--- src/rtl/register_file_wb_if.sv ---
// Bus bundle between the pipeline (master) and the Y86-64 register file (slave):
// write-back inputs, decode read ports, debug read port and machine status.
interface register_file_wb_if #(
    parameter int DATA_W = 64,
    parameter int CNT_W  = 32
);
    logic [3:0]        w_stat;
    logic [3:0]        w_icode;
    logic [3:0]        w_dstE;
    logic [DATA_W-1:0] w_valE;
    logic [3:0]        w_dstM;
    logic [DATA_W-1:0] w_valM;
    logic [3:0]        d_srcA;
    logic [3:0]        d_srcB;
    logic [DATA_W-1:0] d_rvalA;
    logic [DATA_W-1:0] d_rvalB;
    logic [3:0]        dbg_sel;
    logic [DATA_W-1:0] dbg_data;
    logic              halted;
    logic [3:0]        halt_stat;
    logic [CNT_W-1:0]  retired;

    modport master (
        output w_stat, w_icode, w_dstE, w_valE, w_dstM, w_valM,
        output d_srcA, d_srcB, dbg_sel,
        input  d_rvalA, d_rvalB, dbg_data, halted, halt_stat, retired
    );

    modport slave (
        input  w_stat, w_icode, w_dstE, w_valE, w_dstM, w_valM,
        input  d_srcA, d_srcB, dbg_sel,
        output d_rvalA, d_rvalB, dbg_data, halted, halt_stat, retired
    );
endinterface

--- src/rtl/register_file_wb.sv ---
// Y86-64 register file with write-back bypass, sticky halt on a non-AOK retire,
// a retired-instruction counter and a registered debug read port.
module register_file_wb #(
    parameter int DATA_W = 64,
    parameter int NREG   = 15,
    parameter int CNT_W  = 32
) (
    input logic              clk,
    input logic              reset,
    register_file_wb_if.slave bus
);
    localparam logic [3:0] RNONE     = 4'hF;
    localparam logic [3:0] STAT_AOK  = 4'd1;
    localparam logic [3:0] STAT_HLT  = 4'd2;
    localparam logic [3:0] STAT_ADR  = 4'd3;
    localparam logic [3:0] STAT_INS  = 4'd4;
    localparam logic [3:0] ICODE_NOP = 4'h1;

    typedef enum logic {RUN, HALTED} state_t;

    state_t            state_q, state_d;
    logic [DATA_W-1:0] regs_q [NREG];
    logic [DATA_W-1:0] regs_d [NREG];
    logic [3:0]        halt_stat_q, halt_stat_d;
    logic [CNT_W-1:0]  retired_q, retired_d;
    logic [DATA_W-1:0] dbg_data_q, dbg_data_d;
    logic              commit, we_e, we_m, halted;
    logic [DATA_W-1:0] rval_a, rval_b;

    always_comb begin
        commit = (state_q == RUN) && (bus.w_stat == STAT_AOK);
        we_e   = commit && (bus.w_dstE != RNONE);
        we_m   = commit && (bus.w_dstM != RNONE);
    end

    always_ff @(posedge clk) begin
        if (reset) begin
            state_q <= RUN;
        end else begin
            state_q <= state_d;
        end
    end

    always_comb begin
        state_d = state_q;
        case (state_q)
            RUN:     if (bus.w_stat != STAT_AOK) state_d = HALTED;
            HALTED:  state_d = HALTED;
            default: state_d = RUN;
        endcase
    end

    always_comb begin
        halted = (state_q == HALTED);
    end

    // M is applied after E so it wins when both target the same register (popq %rsp).
    always_comb begin
        regs_d = regs_q;
        if (we_e) regs_d[bus.w_dstE] = bus.w_valE;
        if (we_m) regs_d[bus.w_dstM] = bus.w_valM;
    end

    always_comb begin
        halt_stat_d = halt_stat_q;
        if ((state_q == RUN) && (bus.w_stat != STAT_AOK)) begin
            case (bus.w_stat)
                STAT_HLT, STAT_ADR, STAT_INS: halt_stat_d = bus.w_stat;
                default:                      halt_stat_d = STAT_INS;
            endcase
        end
        retired_d = retired_q;
        if (commit && (bus.w_icode != ICODE_NOP)) retired_d = retired_q + CNT_W'(1);
        dbg_data_d = (bus.dbg_sel == RNONE) ? '0 : regs_q[bus.dbg_sel];
    end

    always_comb begin
        rval_a = '0;
        if (bus.d_srcA == RNONE)                      rval_a = '0;
        else if (we_m && (bus.d_srcA == bus.w_dstM)) rval_a = bus.w_valM;
        else if (we_e && (bus.d_srcA == bus.w_dstE)) rval_a = bus.w_valE;
        else                                          rval_a = regs_q[bus.d_srcA];
        rval_b = '0;
        if (bus.d_srcB == RNONE)                      rval_b = '0;
        else if (we_m && (bus.d_srcB == bus.w_dstM)) rval_b = bus.w_valM;
        else if (we_e && (bus.d_srcB == bus.w_dstE)) rval_b = bus.w_valE;
        else                                          rval_b = regs_q[bus.d_srcB];
    end

    always_ff @(posedge clk) begin
        if (reset) begin
            for (int i = 0; i < NREG; i++) regs_q[i] <= '0;
            halt_stat_q <= STAT_AOK;
            retired_q   <= '0;
            dbg_data_q  <= '0;
        end else begin
            for (int i = 0; i < NREG; i++) regs_q[i] <= regs_d[i];
            halt_stat_q <= halt_stat_d;
            retired_q   <= retired_d;
            dbg_data_q  <= dbg_data_d;
        end
    end

    assign bus.d_rvalA   = rval_a;
    assign bus.d_rvalB   = rval_b;
    assign bus.dbg_data  = dbg_data_q;
    assign bus.halted    = halted;
    assign bus.halt_stat = halt_stat_q;
    assign bus.retired   = retired_q;
endmodule

--- src/flat_wrapper.sv ---
// flat-port wrapper written by rule: the top's interface ports become plain ports
module register_file_wb_flat 
#(
    parameter int DATA_W = 64,
    parameter int NREG   = 15,
    parameter int CNT_W  = 32
)
  (clk, reset, bus_w_stat, bus_w_icode, bus_w_dstE, bus_w_valE, bus_w_dstM, bus_w_valM, bus_d_srcA, bus_d_srcB, bus_dbg_sel, bus_d_rvalA, bus_d_rvalB, bus_dbg_data, bus_halted, bus_halt_stat, bus_retired);
  register_file_wb_if #(.DATA_W(DATA_W), .CNT_W(CNT_W)) bus_i ();
  input logic clk;
  input logic reset;
  input wire logic [$bits(bus_i.w_stat)-1:0] bus_w_stat;
  input wire logic [$bits(bus_i.w_icode)-1:0] bus_w_icode;
  input wire logic [$bits(bus_i.w_dstE)-1:0] bus_w_dstE;
  input wire logic [$bits(bus_i.w_valE)-1:0] bus_w_valE;
  input wire logic [$bits(bus_i.w_dstM)-1:0] bus_w_dstM;
  input wire logic [$bits(bus_i.w_valM)-1:0] bus_w_valM;
  input wire logic [$bits(bus_i.d_srcA)-1:0] bus_d_srcA;
  input wire logic [$bits(bus_i.d_srcB)-1:0] bus_d_srcB;
  input wire logic [$bits(bus_i.dbg_sel)-1:0] bus_dbg_sel;
  output wire logic [$bits(bus_i.d_rvalA)-1:0] bus_d_rvalA;
  output wire logic [$bits(bus_i.d_rvalB)-1:0] bus_d_rvalB;
  output wire logic [$bits(bus_i.dbg_data)-1:0] bus_dbg_data;
  output wire logic [$bits(bus_i.halted)-1:0] bus_halted;
  output wire logic [$bits(bus_i.halt_stat)-1:0] bus_halt_stat;
  output wire logic [$bits(bus_i.retired)-1:0] bus_retired;
  assign bus_i.w_stat = bus_w_stat;
  assign bus_i.w_icode = bus_w_icode;
  assign bus_i.w_dstE = bus_w_dstE;
  assign bus_i.w_valE = bus_w_valE;
  assign bus_i.w_dstM = bus_w_dstM;
  assign bus_i.w_valM = bus_w_valM;
  assign bus_i.d_srcA = bus_d_srcA;
  assign bus_i.d_srcB = bus_d_srcB;
  assign bus_i.dbg_sel = bus_dbg_sel;
  assign bus_d_rvalA = bus_i.d_rvalA;
  assign bus_d_rvalB = bus_i.d_rvalB;
  assign bus_dbg_data = bus_i.dbg_data;
  assign bus_halted = bus_i.halted;
  assign bus_halt_stat = bus_i.halt_stat;
  assign bus_retired = bus_i.retired;
  register_file_wb #(.DATA_W(DATA_W), .NREG(NREG), .CNT_W(CNT_W)) u_core (.clk(clk), .reset(reset), .bus(bus_i));
endmodule
--- config.mk ---
export PLATFORM = sky130hd
export DESIGN_NAME = register_file_wb_flat
export DESIGN_NICKNAME = d
export VERILOG_FILES = /design/src/rtl/register_file_wb_if.sv /design/src/rtl/register_file_wb.sv /design/src/flat_wrapper.sv
export SDC_FILE = /design/constraint.sdc
export NUM_CORES = 2
export LEC_CHECK = 0
export BUFFER_PORTS_ARGS = -buffer_cell sky130_fd_sc_hd__buf_2
export CELL_PAD_IN_SITES_DETAIL_PLACEMENT = 1
export CELL_PAD_IN_SITES_GLOBAL_PLACEMENT = 1
export CORE_ASPECT_RATIO = 0.9
export CORE_MARGIN = 10
export CORE_UTILIZATION = 28
export DETAILED_ROUTE_END_ITERATION = 12
export GPL_TIMING_DRIVEN = 1
export PLACE_DENSITY_LB_ADDON = 0.08
export SYNTH_ARGS = -nofsm -noshare
export SYNTH_HDL_FRONTEND = slang
export SYNTH_SLANG_ARGS = --single-unit
--- constraint.sdc ---
create_clock -name clk -period 2.51 [get_ports clk]
set_input_delay 0.251 -clock clk [delete_from_list [all_inputs] [get_ports clk]]
set_output_delay 0.251 -clock clk [all_outputs]
set_load 0.01 [all_outputs]
==> results.rst <==
.. list-table::
   :header-rows: 1

   * - Metric
     - Value
   * - Result of the run
     - complete, but fails checks
   * - Violations in the final reports
     - setup timing
   * - Most common cell on crit path
     - buf_12
   * - Net count, final
     - roughly 8100
   * - RSZ-0062 raised after global routing
     - true
   * - Fraction of layout instances using a drive strength above 1
     - 0.322
   * - Layout fillers
     - 27700
   * - GPL Wtd Cong
     - 0.834
   * - Switching component of the power
     - between 10 and 15 mW
   * - Complex-gate fraction of the synthesized area
     - 0.181
   * - Post-DR wirelength/cell
     - 35.9 um
   * - Clock latency reported for the late side of the worst-skew pair
     - 0.87 ns
   * - Cell type of the slowest stage on the worst timing path
     - dfxtp_4
   * - Combined area of the multi-input logic cells
     - around 47000 um2
   * - Minimum period implied by the final worst setup slack
     - approximately 3 ns
   * - Post-route worst setup slack
     - -0.521 ns
   * - Setup TNS
     - -50.00 ns
   * - Yosys warnings
     - 0
   * - Delay contributed by the slowest stage of the critical path
     - about 0.36 ns
   * - Initial antenna violation count
     - 17
   * - Final critical-path share of the clock period
     - 1.21
   * - First-pass GRT wire length
     - about 570000 um
   * - Number of unique standard cell types used by synthesis
     - approximately 60
   * - Simple-gate share of the synthesized area
     - 0.0996
   * - Final-report max-slew violation count
     - 0
   * - Peak clock frequency supported by timing
     - approximately 0.33 GHz
   * - CORE AREA
     - about 250000 um2
   * - Critical Path Sink Type
     - output port
   * - Fraction of registers with async set/reset
     - 0
   * - Clock-pin transition on the worst setup and hold timing paths
     - approximately 0.06 ns
   * - Data arrival time of the critical path
     - between 2 and 3 ns
   * - Sequential Area
     - roughly 21000 um2
   * - Largest cells by area after synthesis
     - dfxtp_1, mux4_2, mux2i_1
   * - TritonCTS clock tree
     - done
   * - Internal
     - 31.8 mW
   * - Area share of fa/ha/maj cells after synthesis
     - 0.000176
   * - Maximum clock path buffer count
     - 4
   * - Top Ports
     - between 300 and 400
   * - Type of the worst setup path
     - reg -> out
   * - Clock Root Buffer
     - clkbuf_16
   * - Gate power share
     - 0.129
   * - Final hold violation count
     - 0
   * - Residual antenna-violating net count after detailed routing
     - 0
   * - Seq/Total Area, Yosys
     - 0.298
   * - Detailed-route DRC error count
     - 0
   * - Area share of xor/xnor cells in the synthesized design
     - 0.00443
   * - Post-synthesis instance total
     - between 7000 and 8000
   * - Mapped Area
     - just over 70000 um2
   * - Reg power frac
     - 0.379
   * - PortBufs
     - 386
   * - Top-area cell type share of the netlist area
     - 0.298
   * - Leading area contributor after synthesis
     - dfxtp_1
   * - Peak fanout along the critical path
     - 8
   * - Via count normalized by instance count
     - around 6
   * - Required arrival time at the worst endpoint
     - around 2.3 ns
   * - Num CTS Buffers
     - 152
   * - Layout Skew
     - roughly 0.047 ns
   * - Relative slew margins
     - 0.484
   * - Commonest non-fill, non-tap cell in the layout
     - nor2_1
   * - DRC marker count from the first detailed-route iteration
     - around 6100
   * - Synthesis-stage register bit count
     - around 1100
   * - Maximum VDD drop
     - approximately 390 uV
   * - Power Density
     - roughly 480 nW/um2
   * - Number of maximum-capacitance violations
     - 0
   * - Cell-by-cell trace of the critical path
     - a311oi_4 > and2_4 > buf_12 > buf_12 > buf_16 > buf_12 > a311oi_4 > o31ai_1 > buf_2
   * - Global-route usage over all layers
     - 0.286
   * - Estimated wirelength of the detail-placed design
     - around 260000 um
   * - Net switching share of the total power
     - 0.288
   * - Vias
     - around 68000
   * - Total Wirelength
     - 411000 um
   * - Die area
     - approximately 280000 um2
   * - Share of synthesized area spent on multiplexers
     - 0.349
   * - Leakage power total
     - around 32 nW
   * - Pin slew with the least headroom to its limit
     - about 0.77 ns
   * - Number of optimization iterations in the first detailed-route pass
     - 6
   * - Number of synthesized flops with an enable pin
     - 0
   * - Average footprint of a synthesized cell
     - roughly 9.6 um2
   * - Area Overhead vs Synth
     - 31.2%
   * - Dominant combinational cell family by area after synthesis
     - multiplexers
   * - Final setup vio count
     - 128
   * - Final design utilization
     - 0.370
   * - Residual overflow from global routing
     - 0
   * - Starting utilization of the core area
     - 0.282
   * - Highest-count cells in the layout ignoring fill and taps
     - nor2_1, mux2i_1, dfxtp_1
   * - Overall die width
     - approximately 550 um
   * - Type of the worst min-delay path
     - in -> reg
   * - Via count of the first global-routing pass
     - just over 70000
   * - Die H
     - approximately 500 um
   * - CTS HTree Levels
     - 4
   * - Final hold slack
     - 0.0659 ns
   * - Row count
     - 175
   * - Number of clock sinks
     - 1061
   * - Net count after synthesis
     - around 7600
   * - Maximum number of pins on one net before global-route repair
     - 113
   * - Flip-flop cell with the highest count after synthesis
     - dfxtp_1
   * - Startpoint types
     - register
   * - Clock power frac
     - 0.492
critical path, delay by kind of cell (launching register included):
| family | cells | cell delay, ns |
|---|---|---|
| buf+inv | 5 | 0.79 |
| compound gates | 3 | 0.53 |
| flops | 1 | 0.36 |
| simple gates | 1 | 0.23 |
layout make-up:
class                   instances  area share
diodes                         12    0.000321
clock buffers                 226      0.0482
clock inverters                33     0.00341
inverters                      66     0.00270
multi-input cells            5281       0.508
flip-flops and latches       1061       0.228
well taps                    3363      0.0450
repair buffers               1420       0.165
synth_stat cells (93+ instances only):
master,n
nor2_1,1174
dfxtp_1,1061
mux2i_1,1036
a211oi_1,897
clkbuf_1,684
mux4_2,581
nand2_1,315
a21oi_1,232
buf_1,194
o21ai_0,129
mux2_2,122
a311oi_1,93
sequential cells by signal, indices dropped and copies added, names as in the netlist:
| register | count |
|---|---|
| u_core.regs_q | 960 |
| u_core.bus.dbg_data | 64 |
| u_core.bus.retired | 32 |
| u_core.bus.halt_stat | 4 |
| u_core.bus.halted | 1 |
through the flow:
step / instance area [um2] / power, mW / cells / setup slack [ns]
finish: 93500 / 44.7 / 11500 / -0.521
global route: 93400 / 46.0 / 11500 / -0.597
CTS: 91800 / 45.0 / 11400 / -0.604
detailed placement: 82900 / 22.6 / 10900 / -0.938
global placement: 82900 / 22.6 / 10900 / -0.970
floorplan: 71200 / 19.8 / 7454 / 0.0568
routing by layer:
metal | part of all wire | vias to the layer above | wire (um) | track usage
li1 | - | 29200 | - | -
met1 | 0.44 | 36100 | 180000 | 0.383
met2 | 0.47 | 2370 | 192000 | 0.466
met3 | 0.053 | 672 | 21900 | 0.0424
met4 | 0.043 | 16 | 17500 | 0.109
met5 | 0.00025 | - | 104 | 0
path summary, 6_finish.rpt:
path         slack [ns]                    start                       to  cells after the start
max reg2reg        0.10        u_core.bus.halted       u_core.regs_q[865]                      8
max               -0.52        u_core.bus.halted           bus_d_rvalA[6]                      9
min                0.07            bus_w_valM[4]       u_core.regs_q[836]                      4
min reg2reg        0.45  u_core.bus.halt_stat[3]  u_core.bus.halt_stat[3]                      2
repair_timing:
action                                  4_1_cts  5_1_grt
setup buffers                                83       48
hold endpoints to repair                    894        0
pin swaps                                   163       83
resized for setup                           364      277
hold buffers                                130        0
cloned                                       16        4
endpoints found under the setup margin      128      142
power by group through the flow:
stage               sequential (mW)  combinational [mW]  clock [mW]
detailed placement             17.3                5.31           0
floorplan                      17.3                2.50           0
global placement               17.3                5.31           0
CTS                            17.0                5.64        22.4
global route                   17.0                5.93        23.1
finish                         17.0                5.76        22.0
logic make-up (layout without fill, tap and decap cells):
logic type                 after synthesis  after routing
xor gates and xnor gates                36             36
adders and majority gates                1              1
muxes                                 1741           1741
and+or+nand+nor                       1720           1721
other                                    0             12
AOI/OAI and AO/OA                     1782           1782
DFF                                   1061           1061
buffers and inverters                 1113           1745
Power figures use the tool's default switching activity.
